File: src/rtl/rgb2bayer_mosaic_pkg.sv
// Shared stream type codes and helpers for the RGB-to-Bayer re-mosaic stage.
// Pixel dtypes are any code with a bit in DTYPE_PIXEL_MASK set.
package rgb2bayer_mosaic_pkg;

    localparam int DTYPE_WIDTH = 8;

    localparam logic [DTYPE_WIDTH-1:0] DTYPE_FRAME_START = 8'h01;
    localparam logic [DTYPE_WIDTH-1:0] DTYPE_FRAME_END   = 8'h02;
    localparam logic [DTYPE_WIDTH-1:0] DTYPE_ROW_START   = 8'h03;
    localparam logic [DTYPE_WIDTH-1:0] DTYPE_ROW_END     = 8'h04;
    localparam logic [DTYPE_WIDTH-1:0] DTYPE_PIXEL_MASK  = 8'h80;

    function automatic logic dtype_is_pixel(input logic [DTYPE_WIDTH-1:0] dt);
        return (dt & DTYPE_PIXEL_MASK) != '0;
    endfunction

endpackage

File: src/rtl/rgb2bayer_mosaic_frame_tracker.sv
// Frame/row structure tracker: IDLE/FRAME/ROW FSM, saturating row/column counters,
// sticky framing-error flag and last-completed row/frame dimensions.
module rgb2bayer_mosaic_frame_tracker
    import rgb2bayer_mosaic_pkg::*;
#(
    parameter int NUM_COLS_WIDTH = 11,
    parameter int NUM_ROWS_WIDTH = 11
) (
    input  logic                      clk_i,
    input  logic                      rst_i,
    input  logic                      enable_i,
    input  logic                      valid_i,
    input  logic [DTYPE_WIDTH-1:0]    dtype_i,
    output logic                      framing_err_o,
    output logic [NUM_COLS_WIDTH-1:0] num_cols_o,
    output logic [NUM_ROWS_WIDTH-1:0] num_rows_o,
    output logic [1:0]                state_o
);

    typedef enum logic [1:0] {
        ST_IDLE  = 2'd0,
        ST_FRAME = 2'd1,
        ST_ROW   = 2'd2
    } track_state_e;

    track_state_e              state_q, state_d;
    logic                      err_q, err_d;
    logic [NUM_COLS_WIDTH-1:0] col_cnt_q, col_cnt_d;
    logic [NUM_ROWS_WIDTH-1:0] row_cnt_q, row_cnt_d;
    logic [NUM_COLS_WIDTH-1:0] num_cols_q, num_cols_d;
    logic [NUM_ROWS_WIDTH-1:0] num_rows_q, num_rows_d;

    logic is_fs, is_fe, is_rs, is_re, is_pix;

    assign is_fs  = (dtype_i == DTYPE_FRAME_START);
    assign is_fe  = (dtype_i == DTYPE_FRAME_END);
    assign is_rs  = (dtype_i == DTYPE_ROW_START);
    assign is_re  = (dtype_i == DTYPE_ROW_END);
    assign is_pix = dtype_is_pixel(dtype_i);

    always_comb begin
        state_d    = state_q;
        err_d      = err_q;
        col_cnt_d  = col_cnt_q;
        row_cnt_d  = row_cnt_q;
        num_cols_d = num_cols_q;
        num_rows_d = num_rows_q;
        if (!enable_i) begin
            state_d   = ST_IDLE;
            col_cnt_d = '0;
            row_cnt_d = '0;
        end else if (valid_i) begin
            case (state_q)
                ST_IDLE: begin
                    if (is_fs) begin
                        state_d   = ST_FRAME;
                        err_d     = 1'b0;
                        row_cnt_d = '0;
                    end else if (is_pix || is_rs || is_re || is_fe) begin
                        err_d = 1'b1;
                    end
                end
                ST_FRAME: begin
                    if (is_rs) begin
                        state_d   = ST_ROW;
                        col_cnt_d = '0;
                    end else if (is_fe) begin
                        state_d    = ST_IDLE;
                        num_rows_d = row_cnt_q;
                    end else if (is_fs) begin
                        // Restart the frame but keep the error visible for it.
                        err_d     = 1'b1;
                        row_cnt_d = '0;
                    end else if (is_pix || is_re) begin
                        err_d = 1'b1;
                    end
                end
                ST_ROW: begin
                    if (is_pix) begin
                        if (!(&col_cnt_q)) col_cnt_d = col_cnt_q + NUM_COLS_WIDTH'(1);
                    end else if (is_re) begin
                        state_d    = ST_FRAME;
                        num_cols_d = col_cnt_q;
                        if (!(&row_cnt_q)) row_cnt_d = row_cnt_q + NUM_ROWS_WIDTH'(1);
                    end else if (is_fs) begin
                        state_d   = ST_FRAME;
                        err_d     = 1'b1;
                        row_cnt_d = '0;
                    end else if (is_rs || is_fe) begin
                        err_d = 1'b1;
                    end
                end
                default: state_d = ST_IDLE;
            endcase
        end
    end

    always_ff @(posedge clk_i or posedge rst_i) begin
        if (rst_i) begin
            state_q    <= ST_IDLE;
            err_q      <= 1'b0;
            col_cnt_q  <= '0;
            row_cnt_q  <= '0;
            num_cols_q <= '0;
            num_rows_q <= '0;
        end else begin
            state_q    <= state_d;
            err_q      <= err_d;
            col_cnt_q  <= col_cnt_d;
            row_cnt_q  <= row_cnt_d;
            num_cols_q <= num_cols_d;
            num_rows_q <= num_rows_d;
        end
    end

    assign framing_err_o = err_q;
    assign num_cols_o    = num_cols_q;
    assign num_rows_o    = num_rows_q;
    assign state_o       = state_q;

endmodule

File: src/rtl/rgb2bayer_mosaic.sv
// Re-mosaics a framed RGB stream into a single-channel Bayer stream with one
// cycle of registered latency; framing words and meta data pass through.
module rgb2bayer_mosaic
    import rgb2bayer_mosaic_pkg::*;
#(
    parameter int PIXEL_WIDTH = 10,
    parameter int DATA_WIDTH  = 16,
    parameter int MAX_COLS    = 1288,
    parameter int MAX_ROWS    = 1024,
    localparam int NUM_COLS_WIDTH = $clog2(MAX_COLS + 1),
    localparam int NUM_ROWS_WIDTH = $clog2(MAX_ROWS + 1)
) (
    input  logic                      clk,
    input  logic                      reset,
    input  logic                      enable,
    input  logic                      dvi,
    input  logic [DTYPE_WIDTH-1:0]    dtypei,
    input  logic [PIXEL_WIDTH-1:0]    r,
    input  logic [PIXEL_WIDTH-1:0]    g,
    input  logic [PIXEL_WIDTH-1:0]    b,
    input  logic [DATA_WIDTH-1:0]     meta_datai,
    input  logic [1:0]                phase,
    output logic                      dvo,
    output logic [DTYPE_WIDTH-1:0]    dtypeo,
    output logic [DATA_WIDTH-1:0]     datao,
    output logic                      framing_err,
    output logic [NUM_COLS_WIDTH-1:0] num_cols,
    output logic [NUM_ROWS_WIDTH-1:0] num_rows,
    output logic [1:0]                dbg_state
);

    logic                   accept;
    logic                   is_pix;
    logic                   row_phase_q, row_phase_d;
    logic                   col_phase_q, col_phase_d;
    logic                   dvo_q, dvo_d;
    logic [DTYPE_WIDTH-1:0] dtypeo_q, dtypeo_d;
    logic [DATA_WIDTH-1:0]  datao_q, datao_d;
    logic [PIXEL_WIDTH-1:0] comp;

    // A word presented while disabled is dropped entirely.
    assign accept = dvi & enable;
    assign is_pix = dtype_is_pixel(dtypei);

    always_comb begin
        comp = g;
        case ({row_phase_q, col_phase_q})
            2'd0:    comp = r;
            2'd3:    comp = b;
            default: comp = g;
        endcase
    end

    always_comb begin
        row_phase_d = row_phase_q;
        col_phase_d = col_phase_q;
        dvo_d       = accept;
        dtypeo_d    = dtypeo_q;
        datao_d     = datao_q;
        if (accept) begin
            dtypeo_d = dtypei;
            datao_d  = is_pix ? DATA_WIDTH'(comp) : meta_datai;
            if (dtypei == DTYPE_FRAME_START) row_phase_d = phase[1];
            if (dtypei == DTYPE_ROW_START)   col_phase_d = phase[0];
            if (dtypei == DTYPE_ROW_END)     row_phase_d = ~row_phase_q;
            if (is_pix)                      col_phase_d = ~col_phase_q;
        end
    end

    always_ff @(posedge clk or posedge reset) begin
        if (reset) begin
            row_phase_q <= 1'b0;
            col_phase_q <= 1'b0;
            dvo_q       <= 1'b0;
            dtypeo_q    <= '0;
            datao_q     <= '0;
        end else begin
            row_phase_q <= row_phase_d;
            col_phase_q <= col_phase_d;
            dvo_q       <= dvo_d;
            dtypeo_q    <= dtypeo_d;
            datao_q     <= datao_d;
        end
    end

    rgb2bayer_mosaic_frame_tracker #(
        .NUM_COLS_WIDTH (NUM_COLS_WIDTH),
        .NUM_ROWS_WIDTH (NUM_ROWS_WIDTH)
    ) u_frame_tracker (
        .clk_i         (clk),
        .rst_i         (reset),
        .enable_i      (enable),
        .valid_i       (dvi),
        .dtype_i       (dtypei),
        .framing_err_o (framing_err),
        .num_cols_o    (num_cols),
        .num_rows_o    (num_rows),
        .state_o       (dbg_state)
    );

    assign dvo    = dvo_q;
    assign dtypeo = dtypeo_q;
    assign datao  = datao_q;

endmodule

File: config.mk
export PLATFORM = sky130hd
export DESIGN_NAME = rgb2bayer_mosaic
export DESIGN_NICKNAME = d
export VERILOG_FILES = /design/src/rtl/rgb2bayer_mosaic_pkg.sv /design/src/rtl/rgb2bayer_mosaic_frame_tracker.sv /design/src/rtl/rgb2bayer_mosaic.sv
export SDC_FILE = /design/constraint.sdc
export NUM_CORES = 1
export LEC_CHECK = 0
export CAP_MARGIN = 10
export CORE_MARGIN = 5
export CORE_UTILIZATION = 45
export CTS_BUF_LIST = sky130_fd_sc_hd__clkbuf_2 sky130_fd_sc_hd__clkbuf_4 sky130_fd_sc_hd__clkbuf_8
export DETAILED_ROUTE_END_ITERATION = 16
export PLACE_DENSITY = 0.77
export SLEW_MARGIN = 25
export SYNTH_ARGS = -nofsm -noshare
export SYNTH_HDL_FRONTEND = slang
export SYNTH_SLANG_ARGS = --single-unit
File: constraint.sdc
create_clock -name clk -period 2.51 [get_ports clk]
set_input_delay 0.753 -clock clk [delete_from_list [all_inputs] [get_ports clk]]
set_output_delay 0.753 -clock clk [all_outputs]
set_load 0.05 [all_outputs]
Word level (Yosys, flattened, before mapping)
Index checks and enable logic that the tools add are counted.

Flip-flop bits (word level): 74. Bits of input ports: 60. Output and inout port bits: 50. Logic and storage cells: 103.

Add/sub/neg operators: 2. Eq/ne operators: 25. Mux-type cells: 40. Bitwise operators: 5. Reduce and logical (&&, ||, !) cells: 20.

Operators by type and width (number): two-way mux 11 bit (13); case mux 11 bit (3 select lines) (1); adder 11 x 1 -> 11 bit, second input constant (2); case mux 11 bit (2 select lines) (1); AND reduction 11 bit (2); case mux 10 bit (2 select lines) (1); == test 8 x 2 -> 1 bit, second input constant (2); two-way mux 16 bit (1); inequality test 3 bit, second input constant (5); AND reduction 5 bit (3); two-way mux 1 bit (14); two-way mux 2 bit (7); inequality test 3 x 1 -> 1 bit, second input constant (4); AND reduction 10 bit (1); == test 8 x 1 -> 1 bit, second input constant (1); == test 8 x 3 -> 1 bit, second input constant (1); inequality test 2 bit, second input constant (4); case mux 2 bit (3 select lines) (1); AND reduction 6 bit (1); logical OR 1 bit (5); == test 2 bit, second input constant (2); logical NOT 2 bit (2); inequality test 4 x 1 -> 1 bit, second input constant (1); inequality test 4 x 2 -> 1 bit, second input constant (1); other kinds (11) (16).

Logic depth before layout (Yosys ltp)
Gate-level depths: netlist of run 1.

Word-level depth: 7. Gate-level depth with buffers: 9. Mapped depth without buffers: 7.

Cells and area by module
From an unflattened synthesis of run 1, not the netlist that was laid out.

Cells, all modules: 427. Area total of the unflattened synthesis: 4100.2 um^2.

Modules (own cells, without submodules): rgb2bayer_mosaic_frame_tracker (instances 1, cells each 264, area each 2615.0 um^2, sequential area each 1176.1 um^2); rgb2bayer_mosaic (instances 1, cells each 163, area each 1485.2 um^2, sequential area each 675.6 um^2).

Least setup slack after synthesis of run 1
No wires, ideal clock.

Kind: register to register. From: reg u_frame_tracker.state_q[0], in the netlist u_frame_tracker.state_o[0]. To: reg u_frame_tracker.col_cnt_q[5]. Setup time: 0.127 ns. Arrival time: 2.353 ns. Required time: 2.383 ns. Path slack: 0.030 ns. Cell stages (with the launch flop): 9. Path buffers: 1. Period minus slack after synthesis: 2.480 ns. Cells stage by stage: dfrtp_1 > inv_1 > ha_1 > buf_2 > mux2_2 > a21oi_1 > nor3_2 > nand4_1 > mux2_1.

Longest elaborated chain between the ends: 4. Elaborated cells on any way between the ends: 10. Those cells by class: 6 x eq/ne; 3 x mux; 1 x reduce/logical.

RTL lines: start, declared (line rgb2bayer_mosaic_frame_tracker.sv:26) `track_state_e state_q, state_d;`; start signal, assigned (line rgb2bayer_mosaic_frame_tracker.sv:107) `state_q <= state_d;`; == test 2 bit / == test 2 x 1 -> 1 bit (equally long branches) (line rgb2bayer_mosaic_frame_tracker.sv:53) `case (state_q)`; case mux 11 bit (2 select lines) (line rgb2bayer_mosaic_frame_tracker.sv:53); two-way mux 11 bit (line rgb2bayer_mosaic_frame_tracker.sv:52) `end else if (valid_i) begin`; two-way mux 11 bit (line rgb2bayer_mosaic_frame_tracker.sv:48) `if (!enable_i) begin`; end signal, assigned (line rgb2bayer_mosaic_frame_tracker.sv:109) `col_cnt_q <= col_cnt_d;`; end, declared (line rgb2bayer_mosaic_frame_tracker.sv:28) `logic [NUM_COLS_WIDTH-1:0] col_cnt_q, col_cnt_d;`.

Parallel ways exist; a longest one is shown, timed or not. The select of a mux whose other input is x is not followed. A chain may end at the register's enable or synchronous reset.

Worst setup path in the final report of run 1
From: in dtypei[6]. To: reg u_frame_tracker.num_rows_q[4], in the netlist u_frame_tracker.num_rows_o[4].

Longest elaborated chain between the ends: 3. Elaborated cells on any way between the ends: 4. Those cells by class: 2 x eq/ne; 1 x bitwise; 1 x reduce/logical.

RTL lines: start, declared (line rgb2bayer_mosaic.sv:17) `input logic [DTYPE_WIDTH-1:0] dtypei,`; == test 8 x 2 -> 1 bit (line rgb2bayer_mosaic_frame_tracker.sv:37) `assign is_rs = (dtype_i == DTYPE_ROW_START);`; NOT 1 bit (no line); AND reduction 5 bit (no line) (*); end signal, assigned (line rgb2bayer_mosaic_frame_tracker.sv:112) `num_rows_q <= num_rows_d;`; end, declared (line rgb2bayer_mosaic_frame_tracker.sv:31) `logic [NUM_ROWS_WIDTH-1:0] num_rows_q, num_rows_d;`.

Every way passes the cells marked *; elsewhere a longest branch is shown, timed or not.

==> flow_metrics.py, run 1 <==
metrics = {
    "outcome": {
        "status": "completed",
    },
    "run": {
        "drv_cap": 0,
    },
    "cts": {
        "insertion_delay_ns": 0.35,
        "clockBufferDepth": 2,
        "ctsHoldBuffers": 0,
        "cts-root-buf": "clkbuf_8",
        "htreeDepth": 3,
        "cts.sinks": 74,
        "clkTransAtPathRegs_ns": 0.08,
        "tritoncts": "built",
        "cts_buffers": 9,
    },
    "power_and_ir_drop": {
        "p_leak_nw": 2.66,
        "clkPwrFrac_pct": 31.0,
        "power_frac_seq_pct": 43.9,
        "p_sw_mw": 0.930,
        "p_int_mw": 2.01,
        "power-per-cell-area_nw_per_um2": 509,
        "p_sw_share_pct": 31.7,
        "comb_power_share_pct": 25.0,
        "peakVddDrop_mv": 0.331,
    },
    "logic_synthesis": {
        "yosys_warnings": 0,
        "synth_top_area_share_pct": 46.5,
        "yosysSeqAreaShare_pct": 46.5,
        "syn_avg_cell_area_sq_um": 9.92,
        "synth_top_family_by_area": "simple AND/OR/NAND/NOR gates",
        "synth_xor_area_share_pct": 0.881,
        "async_reset_ff_share_pct": 100,
        "netlist_area_sq_um": 3980,
        "synth_nets": 469,
        "yosysTopAreaCell": "dfrtp_1",
        "yosys.area_share.simple_pct": 19.8,
        "synth_adder_area_share_pct": 2.52,
        "synthMuxAreaShare_pct": 9.87,
        "synthFlopType": "dfrtp_1",
        "synth_edf_count": 0,
        "synthCells": 401,
        "ys_seq_elements": 74,
        "synth_cell_types": 63,
        "yosys-top-cells-area": "dfrtp_1 (47%), nand2_1 (6.5%), mux2_1 (4.2%), o21ai_0 (3.6%), ha_1 (2.5%)",
        "synth-compound-area-share_pct": 16.2,
    },
    "route": {
        "vias": 3650,
        "drc": 0,
        "drtPass1Iterations": 4,
        "totalWireLength_um": 10700,
        "wire_per_inst_um": 15.9,
        "vias_per_cell": 5.46,
        "detail-route-antenna-nets": 0,
        "dr.first_iter.drc_count": 242,
    },
    "sta": {
        "period_share_pct": 97.8,
        "fin_setup_tns_ns": 0,
        "slew_headroom_pct": 63.3,
        "slew_violations": 0,
        "finalHoldViolations": 0,
        "period_needed_ns": 2.46,
        "tightest_slew_ns": 0.548,
        "fmax_mhz": 407,
        "fin_hold_ws_ns": 0.474,
        "setup_viol": 0,
        "rsz0062_at_grt": "no",
        "skew_ns": 0.00873,
        "layout_setup_ws_ns": 0.0545,
    },
    "final_layout": {
        "nets": 624,
        "insertedDiodeCount": 0,
        "drive_gt1_share_pct": 18.0,
        "layout.cells.most_common": "clkdlybuf4s50_1",
        "area_growth_pct": 45.1,
        "seq_area_sq_um": 1850,
        "layoutNonFillerInstCount": 669,
        "fillers": 698,
        "final_cell_mix": "clkdlybuf4s50_1 (109), dfrtp_1 (74), nand2_1 (69)",
        "multi_input_area_sq_um": 1980,
    },
    "grt": {
        "antenna_found_initial": 0,
        "grt_pass1_vias": 3706,
        "grt_pass1_wl_um": 17700,
        "overflow": 0,
        "grt_max_degree": 75,
        "grtUsageTotal_pct": 19.5,
    },
    "setup_path": {
        "cp-start-kind": "input port",
        "critical_path_class": "input port to flip-flop",
        "slowest_delay_ns": 0.46,
        "path_buf_inv": 3,
        "crit_path_end_kind": "flip-flop",
        "crit_top_cell": "and4b_1",
        "worstPathCellList": "clkdlybuf4s50_1, nor4_4, buf_6, and4b_1, and4b_1, buf_12, mux2_1",
        "worst_ep_required_time_ns": 2.74,
        "crit_family": "buffers and inverters",
        "arrival_ns": 2.68,
        "worstPathMaxFanout": 11,
        "slowest_stage": "clkdlybuf4s50_1",
    },
    "placed_design": {
        "post-dp-hpwl_um": 7960,
        "place_inst": 652,
        "portBuffers": 109,
        "dp_slack_ns": -0.347,
        "routabilityCongestion": 0.840,
    },
    "floorplan": {
        "pin_count": 110,
        "coreArea_sq_um": 8680,
        "initial_core_util_pct": 45.8,
        "die_area_sq_um": 10800,
        "die_h_um": 104,
        "dieWidth_um": 104,
        "rows": 34,
    },
    "min_path": {
        "hold_class": "flip-flop to flip-flop",
    },
}
[power by group through the flow]
stage	sequential, mW	clock, mW	combinational (mW)
floorplan	1.51	0	0.216
global placement	1.31	0	0.726
detailed placement	1.31	0	0.738
CTS	1.29	0.932	0.741
global route	1.30	0.980	0.790
finish	1.29	0.912	0.735
[flip-flops by register name (all words and copies together) (netlist names), 2 cells and up]
| signal | flops |
|---|---|
| datao | 16 |
| dtypeo | 8 |
| u_frame_tracker.col_cnt_q | 11 |
| u_frame_tracker.num_cols_o | 11 |
| u_frame_tracker.num_rows_o | 11 |
| u_frame_tracker.row_cnt_q | 11 |
| u_frame_tracker.state_o | 2 |
[worst paths after layout]
path                                                  from                       endpoint  slack [ns]  depth (start not counted)
worst max-delay path                             dtypei[6]  u_frame_tracker.num_rows_o[4]        0.05                          7
worst min-delay path                             datao[14]                      datao[14]        0.47                          2
worst max register to register  u_frame_tracker.state_o[0]   u_frame_tracker.row_cnt_q[9]        0.33                         10
worst min register to register                   datao[14]                      datao[14]        0.47                          2
max in group asynchronous                            reset   u_frame_tracker.row_cnt_q[8]        1.35                          3
min in group asynchronous                            reset   u_frame_tracker.col_cnt_q[9]        0.85                          3
[area by class of cell]
type / count / share of cell area (%)
multi-input combinational: 290 / 34.2
sequential: 74 / 32.1
tap: 108 / 2.34
timing repair buffer: 168 / 27.1
clock inverter: 7 / 1.21
clock buffer: 9 / 2.15
inverter: 13 / 0.910
[Yosys cell counts (all sizes together), types with 2 or more instances]
| master | n |
|---|---|
| nor2 | 12 |
| dfrtp | 74 |
| mux2 | 24 |
| buf | 12 |
| a31oi | 8 |
| and4b | 2 |
| ha | 8 |
| o41ai | 2 |
| xnor2 | 3 |
| a21oi | 10 |
| nand3 | 18 |
| or3 | 3 |
| a211o | 2 |
| inv | 13 |
| o21ai | 32 |
| clkbuf | 12 |
| o31ai | 10 |
| and3 | 6 |
| nor2b | 4 |
| a31o | 2 |
| a311oi | 2 |
| nor4b | 2 |
| mux2i | 10 |
| a22oi | 10 |
| nand4 | 7 |
| nand2 | 69 |
| nor4 | 6 |
| nor3 | 7 |
| nand3b | 6 |
| or2 | 2 |
| o22a | 4 |
| a41oi | 2 |
[layer usage]
layer	routed length, um	GRT usage (%)	vias to the layer above	part of all wire, %
met1	4580	24.0	1764	43
met5	0	0	-	0
met4	276	8.14	0	2.6
li1	-	-	1770	-
met2	5360	33.5	93	50
met3	452	3.79	23	4.2
[worst reg2reg max path, cell delays in order, from the launching register on]
cell and delay [ns]:
dfrtp_1 0.42, inv_1 0.09, ha_1 0.24, buf_4 0.17
or3_1 0.39, nand3_1 0.11, o2bb2ai_2 0.14, buf_4 0.15
buf_4 0.12, nor3_1 0.05, o22a_1 0.19
[cells by family (layout without fill, tap and decap cells)]
logic type,count (synthesis),in the layout
multiplexers,34,34
adder cells (fa/ha/maj),8,8
buffers and inverters,37,197
AO/OA/AOI/OAI,95,95
XOR/XNOR,4,4
AND/OR/NAND/NOR,149,149
flip-flops,74,74
[stage by stage]
step | cell area (sq um) | utilization, % | power (mW)
floorplan | 3980 | - | 1.73
global placement | 5550 | 64.0 | 2.04
detailed placement | 5550 | 64.0 | 2.05
CTS | 5750 | 66.2 | 2.96
global route | 5770 | 66.5 | 3.07
finish | 5770 | 66.5 | 2.94
[repair_timing]
item	in CTS	in global routing
resized for setup	0	4
setup buffers	0	1
setup endpoints to repair	0	27
Note: power is estimated with default switching activity, not from simulation.
==> run 2: changes to the inputs <==
==> constraint.sdc (replaced) <==
create_clock -name clk -period 2.51 [get_ports clk]
set_input_delay 0.753 -clock clk [delete_from_list [all_inputs] [get_ports clk]]
set_output_delay 0.753 -clock clk [all_outputs]
set_load 0.02 [all_outputs]
==> results of run 2 <==
The final DEF is identical to that of run 1. Status: completed.
Main changes from that run: total power 2.94 mW -> 2.81 mW; worst IR drop on VDD 0.331 mV -> 0.306 mV
